--- src/rtl/demap_pkg.sv ---
// demap_pkg: shared modulation-order type and per-order LLR count for the QAM soft demapper
package demap_pkg;
  typedef enum logic [1:0] {BPSK, QPSK, QAM16, QAM64} mod_order_t;
  localparam int MAX_QM = 6;
  function automatic logic [2:0] qm(mod_order_t m);
    return m == BPSK ? 3'd1 : m == QPSK ? 3'd2 : m == QAM16 ? 3'd4 : 3'd6;
  endfunction
endpackage

--- src/rtl/demap_llr_calc.sv ---
// demap_llr_calc: max-log LLR arithmetic for one symbol, saturated to IQ_DW then scaled down to LLR_DW
module demap_llr_calc
  import demap_pkg::*;
#(
  parameter int IQ_DW    = 16,
  parameter int LLR_DW   = 8,
  parameter int THR16    = 10362,
  parameter int THR64_HI = 10112,
  parameter int THR64_LO = 5056
) (
  input  logic signed [IQ_DW-1:0]         i_val,
  input  logic signed [IQ_DW-1:0]         q_val,
  input  logic        [IQ_DW:0]           abs_i,
  input  logic        [IQ_DW:0]           abs_q,
  input  mod_order_t                      order,
  output logic [MAX_QM-1:0][LLR_DW-1:0]   llr,
  output logic [MAX_QM-1:0]               sat
);
  localparam int W  = IQ_DW + 2;
  localparam int SH = IQ_DW - LLR_DW;
  typedef logic signed [W-1:0] wide_t;
  localparam wide_t MAXV = wide_t'((longint'(1) << (IQ_DW - 1)) - 1);
  localparam wide_t MINV = -MAXV - wide_t'(1);
  wide_t x [MAX_QM];
  wide_t thr_a, d_i, d_q;
  always_comb begin
    thr_a = order == QAM16 ? wide_t'(THR16) : wide_t'(THR64_HI);
    d_i   = wide_t'(THR64_HI) - wide_t'({1'b0, abs_i});
    d_q   = wide_t'(THR64_HI) - wide_t'({1'b0, abs_q});
    x[0]  = order == BPSK ? wide_t'(i_val) + wide_t'(q_val) : wide_t'(i_val);
    x[1]  = wide_t'(q_val);
    x[2]  = thr_a - wide_t'({1'b0, abs_i});
    x[3]  = thr_a - wide_t'({1'b0, abs_q});
    x[4]  = wide_t'(THR64_LO) - (d_i[W-1] ? -d_i : d_i);
    x[5]  = wide_t'(THR64_LO) - (d_q[W-1] ? -d_q : d_q);
  end
  for (genvar k = 0; k < MAX_QM; k++) begin : g_sat
    logic signed [IQ_DW-1:0] c;
    assign sat[k] = x[k] > MAXV || x[k] < MINV;
    assign c      = x[k] > MAXV ? MAXV[IQ_DW-1:0] : x[k] < MINV ? MINV[IQ_DW-1:0] : x[k][IQ_DW-1:0];
    assign llr[k] = LLR_DW'(c >>> SH);
  end
endmodule

--- src/rtl/demap_qam.sv ---
// demap_qam: per-symbol BPSK/QPSK/16QAM/64QAM soft demapper, one LLR per beat with AXI-stream backpressure.
// Define DEMAP_SAT_CNT_EN to add sat_cnt_o, a saturating count of clipped LLRs emitted.
module demap_qam
  import demap_pkg::*;
#(
  parameter int         IQ_DW    = 16,
  parameter int         LLR_DW   = 8,
  parameter logic [1:0] USER_SEL = 2'd1,
  parameter int         THR16    = 10362,
  parameter int         THR64_HI = 10112,
  parameter int         THR64_LO = 5056
) (
  input  logic                clk_i,
  input  logic                reset_ni,
  input  logic [2*IQ_DW-1:0]  s_axis_in_tdata,
  input  logic [1:0]          s_axis_in_tuser,
  input  logic                s_axis_in_tlast,
  input  logic                s_axis_in_tvalid,
  output logic                s_axis_in_tready,
  input  logic [1:0]          mod_order_i,
  output logic [LLR_DW-1:0]   m_axis_out_tdata,
  output logic [1:0]          m_axis_out_tuser,
  output logic                m_axis_out_tlast,
  output logic                m_axis_out_tvalid,
  input  logic                m_axis_out_tready
`ifdef DEMAP_SAT_CNT_EN
  , output logic [15:0]       sat_cnt_o
`endif
);
  if (LLR_DW > IQ_DW) begin : g_width_err
    $error("demap_qam: LLR_DW must not exceed IQ_DW");
  end
  logic signed [IQ_DW-1:0] in_i, in_q, s1_i, s1_q;
  logic signed [IQ_DW:0] ext_i, ext_q;
  logic [IQ_DW:0] in_ai, in_aq, s1_ai, s1_aq;
  logic s1_valid, s1_last, s2_valid, s2_last;
  logic [1:0] s1_user, s2_user;
  mod_order_t s1_mod;
  logic [2:0] s2_qm, cnt;
  logic [MAX_QM-1:0][LLR_DW-1:0] llr, s2_llr;
  logic [MAX_QM-1:0] sat, s2_sat;
  logic in_hs, out_hs, s2_done, s1_adv;
  assign in_i  = s_axis_in_tdata[IQ_DW-1:0];
  assign in_q  = s_axis_in_tdata[2*IQ_DW-1:IQ_DW];
  assign ext_i = {in_i[IQ_DW-1], in_i};
  assign ext_q = {in_q[IQ_DW-1], in_q};
  assign in_ai = ext_i[IQ_DW] ? -ext_i : ext_i;
  assign in_aq = ext_q[IQ_DW] ? -ext_q : ext_q;
  assign out_hs  = s2_valid && m_axis_out_tready;
  assign s2_done = out_hs && cnt == s2_qm - 3'd1;
  assign s1_adv  = s1_valid && (!s2_valid || s2_done);
  assign s_axis_in_tready = reset_ni && (!s1_valid || s1_adv);
  assign in_hs = s_axis_in_tvalid && s_axis_in_tready;
  assign m_axis_out_tvalid = s2_valid;
  assign m_axis_out_tdata  = s2_llr[cnt];
  assign m_axis_out_tuser  = s2_user;
  assign m_axis_out_tlast  = s2_valid && s2_last && cnt == s2_qm - 3'd1;
  // Symbols with a foreign tuser are handshaken but never occupy S1
  always_ff @(posedge clk_i or negedge reset_ni) begin
    if (!reset_ni) begin
      s1_valid <= 1'b0;
      s1_i     <= '0;
      s1_q     <= '0;
      s1_ai    <= '0;
      s1_aq    <= '0;
      s1_mod   <= BPSK;
      s1_user  <= '0;
      s1_last  <= 1'b0;
    end else if (!s1_valid || s1_adv) begin
      s1_valid <= in_hs && s_axis_in_tuser == USER_SEL;
      if (in_hs) begin
        s1_i    <= in_i;
        s1_q    <= in_q;
        s1_ai   <= in_ai;
        s1_aq   <= in_aq;
        s1_mod  <= mod_order_t'(mod_order_i);
        s1_user <= s_axis_in_tuser;
        s1_last <= s_axis_in_tlast;
      end
    end
  end
  demap_llr_calc #(
    .IQ_DW(IQ_DW), .LLR_DW(LLR_DW), .THR16(THR16), .THR64_HI(THR64_HI), .THR64_LO(THR64_LO)
  ) u_calc (
    .i_val(s1_i), .q_val(s1_q), .abs_i(s1_ai), .abs_q(s1_aq), .order(s1_mod), .llr(llr), .sat(sat)
  );
  always_ff @(posedge clk_i or negedge reset_ni) begin
    if (!reset_ni) begin
      s2_valid <= 1'b0;
      s2_llr   <= '0;
      s2_sat   <= '0;
      s2_qm    <= 3'd1;
      s2_user  <= '0;
      s2_last  <= 1'b0;
      cnt      <= '0;
    end else if (s1_adv) begin
      s2_valid <= 1'b1;
      s2_llr   <= llr;
      s2_sat   <= sat;
      s2_qm    <= qm(s1_mod);
      s2_user  <= s1_user;
      s2_last  <= s1_last;
      cnt      <= '0;
    end else if (out_hs) begin
      s2_valid <= !s2_done;
      cnt      <= s2_done ? 3'd0 : cnt + 3'd1;
    end
  end
`ifdef DEMAP_SAT_CNT_EN
  always_ff @(posedge clk_i or negedge reset_ni) begin
    if (!reset_ni) sat_cnt_o <= '0;
    else if (out_hs && s2_sat[cnt] && sat_cnt_o != 16'hFFFF) sat_cnt_o <= sat_cnt_o + 16'd1;
  end
`else
  logic unused_sat;
  assign unused_sat = ^s2_sat;
`endif
endmodule
--- config.mk ---
export PLATFORM = sky130hd
export DESIGN_NAME = demap_qam
export DESIGN_NICKNAME = d
export VERILOG_FILES = /design/src/rtl/demap_pkg.sv /design/src/rtl/demap_llr_calc.sv /design/src/rtl/demap_qam.sv
export SDC_FILE = /design/constraint.sdc
export NUM_CORES = 1
export LEC_CHECK = 0
export ABC_AREA = 0
export ABC_CLOCK_PERIOD_IN_PS = 5100
export CAP_MARGIN = 30
export CORE_UTILIZATION = 45
export DETAILED_ROUTE_END_ITERATION = 8
export GPL_ROUTABILITY_DRIVEN = 0
export PLACE_DENSITY = 0.75
export SYNTH_ARGS = -nofsm -noshare
export SYNTH_HDL_FRONTEND = slang
export SYNTH_HIERARCHICAL = 1
export SYNTH_SLANG_ARGS = --single-unit
--- constraint.sdc ---
create_clock -name clk_i -period 5.1 [get_ports clk_i]
set_clock_uncertainty 0.1 [all_clocks]
set_input_delay 1.02 -clock clk_i [delete_from_list [all_inputs] [get_ports clk_i]]
set_output_delay 1.02 -clock clk_i [all_outputs]
set_load 0.05 [all_outputs]
# Word-level counts from Yosys, hierarchy flattened
# Index checks and enable logic that the tools add are counted.
# totals
regBits	130
wordCells	93
# classes
n_mux	28
n_lt_le_gt_ge	13
n_eq_ne	4
n_reduce_logical	16
n_addsub	13
# ops
cell	n
16-bit 2-to-1 mux	12
18-bit by 16-bit greater-than comparator with 1-bit output, second input constant	5
18-bit by 16-bit less-than comparator with 1-bit output, second input constant	5
18-bit 2-to-1 mux	3
18-bit negator	2
14-bit by 17-bit subtractor with 18-bit output, first input constant	2
14-bit by 18-bit subtractor with 18-bit output, first input constant	2
18-bit subtractor	2
17-bit 2-to-1 mux	2
16-bit negator with 17-bit output	2
8-bit binary-select mux with 3-bit select	1
16-bit by 16-bit adder with 17-bit output	1
16-bit greater-than comparator, second input constant	1
16-bit less-than comparator, second input constant	1
3-bit 2-to-1 mux	5
12-bit 2-to-1 mux	1
1-bit logical AND	8
8-bit 2-to-1 mux	1
2-bit by 1-bit equality test with 1-bit output, second input constant	2
3-bit by 4-bit less-than comparator with 1-bit output, second input constant	1
3-bit by 1-bit adder with 3-bit output, second input constant	1
3-bit equality test	1
1-bit zero test	3
3-bit by 1-bit subtractor with 3-bit output, second input constant	1
other kinds (7)	9

# Logic depth before layout (Yosys ltp)
# logic_depth
depth_word	9
depth_mapped	16
depth_no_buf	14

# Cells and area by module
# The synthesis kept the hierarchy.
# by_module_without_submodules
module	seq_area_each_um2	cells_per_inst	area_each_um2	n_inst
demap_qam	3204.3	439	6138.4	1
demap_llr_calc	0.0	668	4389.2	1

# Worst setup path before layout
# No wires, ideal clock.
# synth_path
path_type	register to register
start	register s1_q[0] (netlist name)
end	register s2_llr[41] in the netlist's numbering
slack_ns	1.437
synth_period_minus_slack_ns	3.663
path_buffers	3
t_required_ns	4.875
path_stages_with_launch	17
arrival_ns	3.439
cell_sequence	dfrtp_1 > buf_2 > inv_1 > ha_1 > buf_2 > nor2b_1 > buf_2 > a41oi_1 > a22o_1 > a2111oi_0 > a21oi_1 > o32a_1 > o21ai_2 > nor4b_2 > a221oi_4 > o21ai_1 > mux2_2
# synth_lines
item	line	source
end signal, assigned	demap_qam.sv:98	s2_llr <= llr;
end, declared	demap_qam.sv:40	logic [MAX_QM-1:0][LLR_DW-1:0] llr, s2_llr;

==> flow_summary.yaml <==
timing:
  post-route-min-period_ns: 4.47
  tightest_slew_ns: 1.14
  slew_headroom_pct: 23.2
  setup_violations: 0
  setup_ws_ns: 0.628
  clock.fmax_mhz: 224
  hold_viol_final: 0
  grt_setup_unrepaired: "false"
  fin_crit_sh_pct: 87.7
  hold_ws_ns: 0.350
  fin_setup_tns_ns: 0
  slew_viol_final: 0
floorplanning:
  fp.dieArea_sq_mm: 0.0239
  ios: 54
  die_w_um: 155
  core_area_sq_mm: 0.0228
  dieHeight_um: 155
  start_util_pct: 46.1
  row_count: 55
cells_and_area:
  nets: 1205
  stdcell_count: 1447
  fin_area_sq_mm: 0.0118
  n_fill_cell: 2015
  layout-drive-gt1-share_pct: 18.7
  area_growth_pct: 12.1
  antennaDiodeCount: 0
  multi_input_area_sq_mm: 0.00677
  utilization_pct: 51.7
  seqCellArea_sq_mm: 0.00320
  final_cell_mix: "dfrtp_1, mux2_2, nor2_1, xnor2_1, nand2_1"
  final_common_cell: "dfrtp_1"
routing:
  num_vias: 8616
  routed_wl_um: 26000
  drt_iter0_drc: 564
  avgViaCountPerCell: 5.95
  wl_per_cell_um: 18.0
  drt_pass1_iterations: 6
  antenna_left: 0
  route.detailed.drc: 0
setup_path:
  arrival_ns: 4.67
  regToRegSetupSlack_ns: 0.63
  cpPeakStageDelay_ns: 0.61
  startpoint_type: "register"
  required_ns: 5.30
  path_class: "reg -> reg"
  path_common_cell: "mux2i_1"
  end_kind: "register"
  timing.rr.start: "s1_q[0]"
  slowest_stage: "nor2b_1"
  crit_chain: "inv_1 > ha_1 > nor2b_1 > and4_1 > a41o_1 > mux2i_1 > mux2i_1 > a211oi_2 > o21ai_2 > nor4b_2 > a221oi_4 > o21ai_1 > mux2_2"
  worstRegToRegCells: 13
  crit-reg2reg-capture: "s2_llr[43]"
  worst-path-max-fanout: 12
power:
  power.internal_mw: 4.49
  switching_share_pct: 46.8
  p_switching_mw: 3.94
  pwr_density_cell_mw_per_mm2: 717
  comb_power_share_pct: 62.6
  leakagePower_nw: 4.75
  p_total_mw: 8.43
  ir_drop_mv: 0.366
  clkPwrFrac_pct: 13.3
  seqPwrFrac_pct: 24.1
logic_synthesis:
  syn_inst: 1102
  synth_nets: 1186
  syn_area_sq_mm: 0.0105
  ys_warn_count: 6
  post_synth.cell_area_avg_sq_um: 9.52
cts:
  htreeDepth: 4
  cts_buffers: 17
  cts-root-buf: "clkbuf_16"
  path_clk_slew_ns: 0.06
  clk_path_buf_depth: 2
  post-cts-setup-buffer-count: 0
  cts-hold-fix-buffers: 0
  post_cts_resized: 0
  cts_tree: "yes"
  clkLatencyLatePin_ns: 0.42
  clock_sinks: 128
placement:
  place_inst: 1415
  port-buffer-count: 53
  hpwl_um: 19400
  postPlaceCellArea_sq_mm: 0.0112
  place_ws_ns: 0.768
global_route:
  grt_start_max_net_pins: 61
  antenna_found_initial: 0
  grt_remaining_overflow: 0
  grt_pass1_wl_um: 43400
  grtUsageTotal_pct: 22.7
  grt_pass1_vias: 8448
hold_path:
  min_path_type: "in -> async"
flow_run:
  cap_violations: 0
outcome:
  outcome: "completed"
[registers in the layout, summed over array words and instances (netlist names)]
| register | cells |
|---|---|
| cnt | 3 |
| m_axis_out_tuser | 2 |
| m_axis_out_tvalid | 1 |
| s1_ai | 16 |
| s1_aq | 16 |
| s1_i | 16 |
| s1_last | 1 |
| s1_mod | 2 |
| s1_q | 16 |
| s1_user | 2 |
| s1_valid | 1 |
| s2_last | 1 |
| s2_llr | 48 |
| s2_qm | 3 |
[worst max-delay path, delay by kind of cell (launching register included)]
| kind | cells | cell delay, ns |
|---|---|---|
| fa+ha+maj | 1 | 0.34 |
| mux | 3 | 1.05 |
| compound gates | 5 | 1.26 |
| simple gates | 3 | 1.01 |
| flops | 1 | 0.48 |
| buf+inv | 1 | 0.10 |
[routing by layer]
metal	vias to the layer above	track usage, %	wire length (um)
li1	4116	-	-
met1	4150	29.3	11500
met2	289	38.6	12600
met3	61	3.31	1170
met4	0	8.16	770
met5	-	0	0
[final cells by class]
| type | count | share of cell area [%] |
|---|---|---|
| multi-input combinational | 851 | 57.5 |
| clock inverter | 10 | 0.766 |
| inverter | 57 | 1.82 |
| tap | 313 | 3.33 |
| timing repair buffer | 66 | 5.45 |
| sequential | 128 | 27.2 |
| clock buffer | 22 | 3.86 |
[worst max-delay path by stage]
| stage | cells past startpoint | endpoint | startpoint | slack [ns] |
|---|---|---|---|---|
| after CTS | 13 | s2_llr[43] | s1_q[0] | 0.71 |
| after floorplan | 15 | s2_llr[33] | s1_i[0] | 1.44 |
| after global routing | 13 | s2_llr[43] | s1_aq[1] | 0.35 |
| final | 13 | s2_llr[43] | s1_q[0] | 0.63 |
| after global placement | 12 | s2_llr[33] | s1_ai[1] | 0.86 |
| after detailed placement | 13 | s2_llr[43] | s1_aq[1] | 0.77 |
[power groups by stage]
| stage | sequential (mW) | combinational, mW | clock [mW] |
|---|---|---|---|
| 5_1_grt | 2.10 | 5.79 | 1.19 |
| 3_3_place_gp | 2.01 | 5.07 | 0 |
| 4_1_cts | 2.02 | 5.24 | 1.15 |
| 6_report | 2.03 | 5.28 | 1.13 |
| 3_5_place_dp | 2.03 | 5.19 | 0 |
| 2_1_floorplan | 1.74 | 4.29 | 0 |
Note: power is estimated with default switching activity, not from simulation.
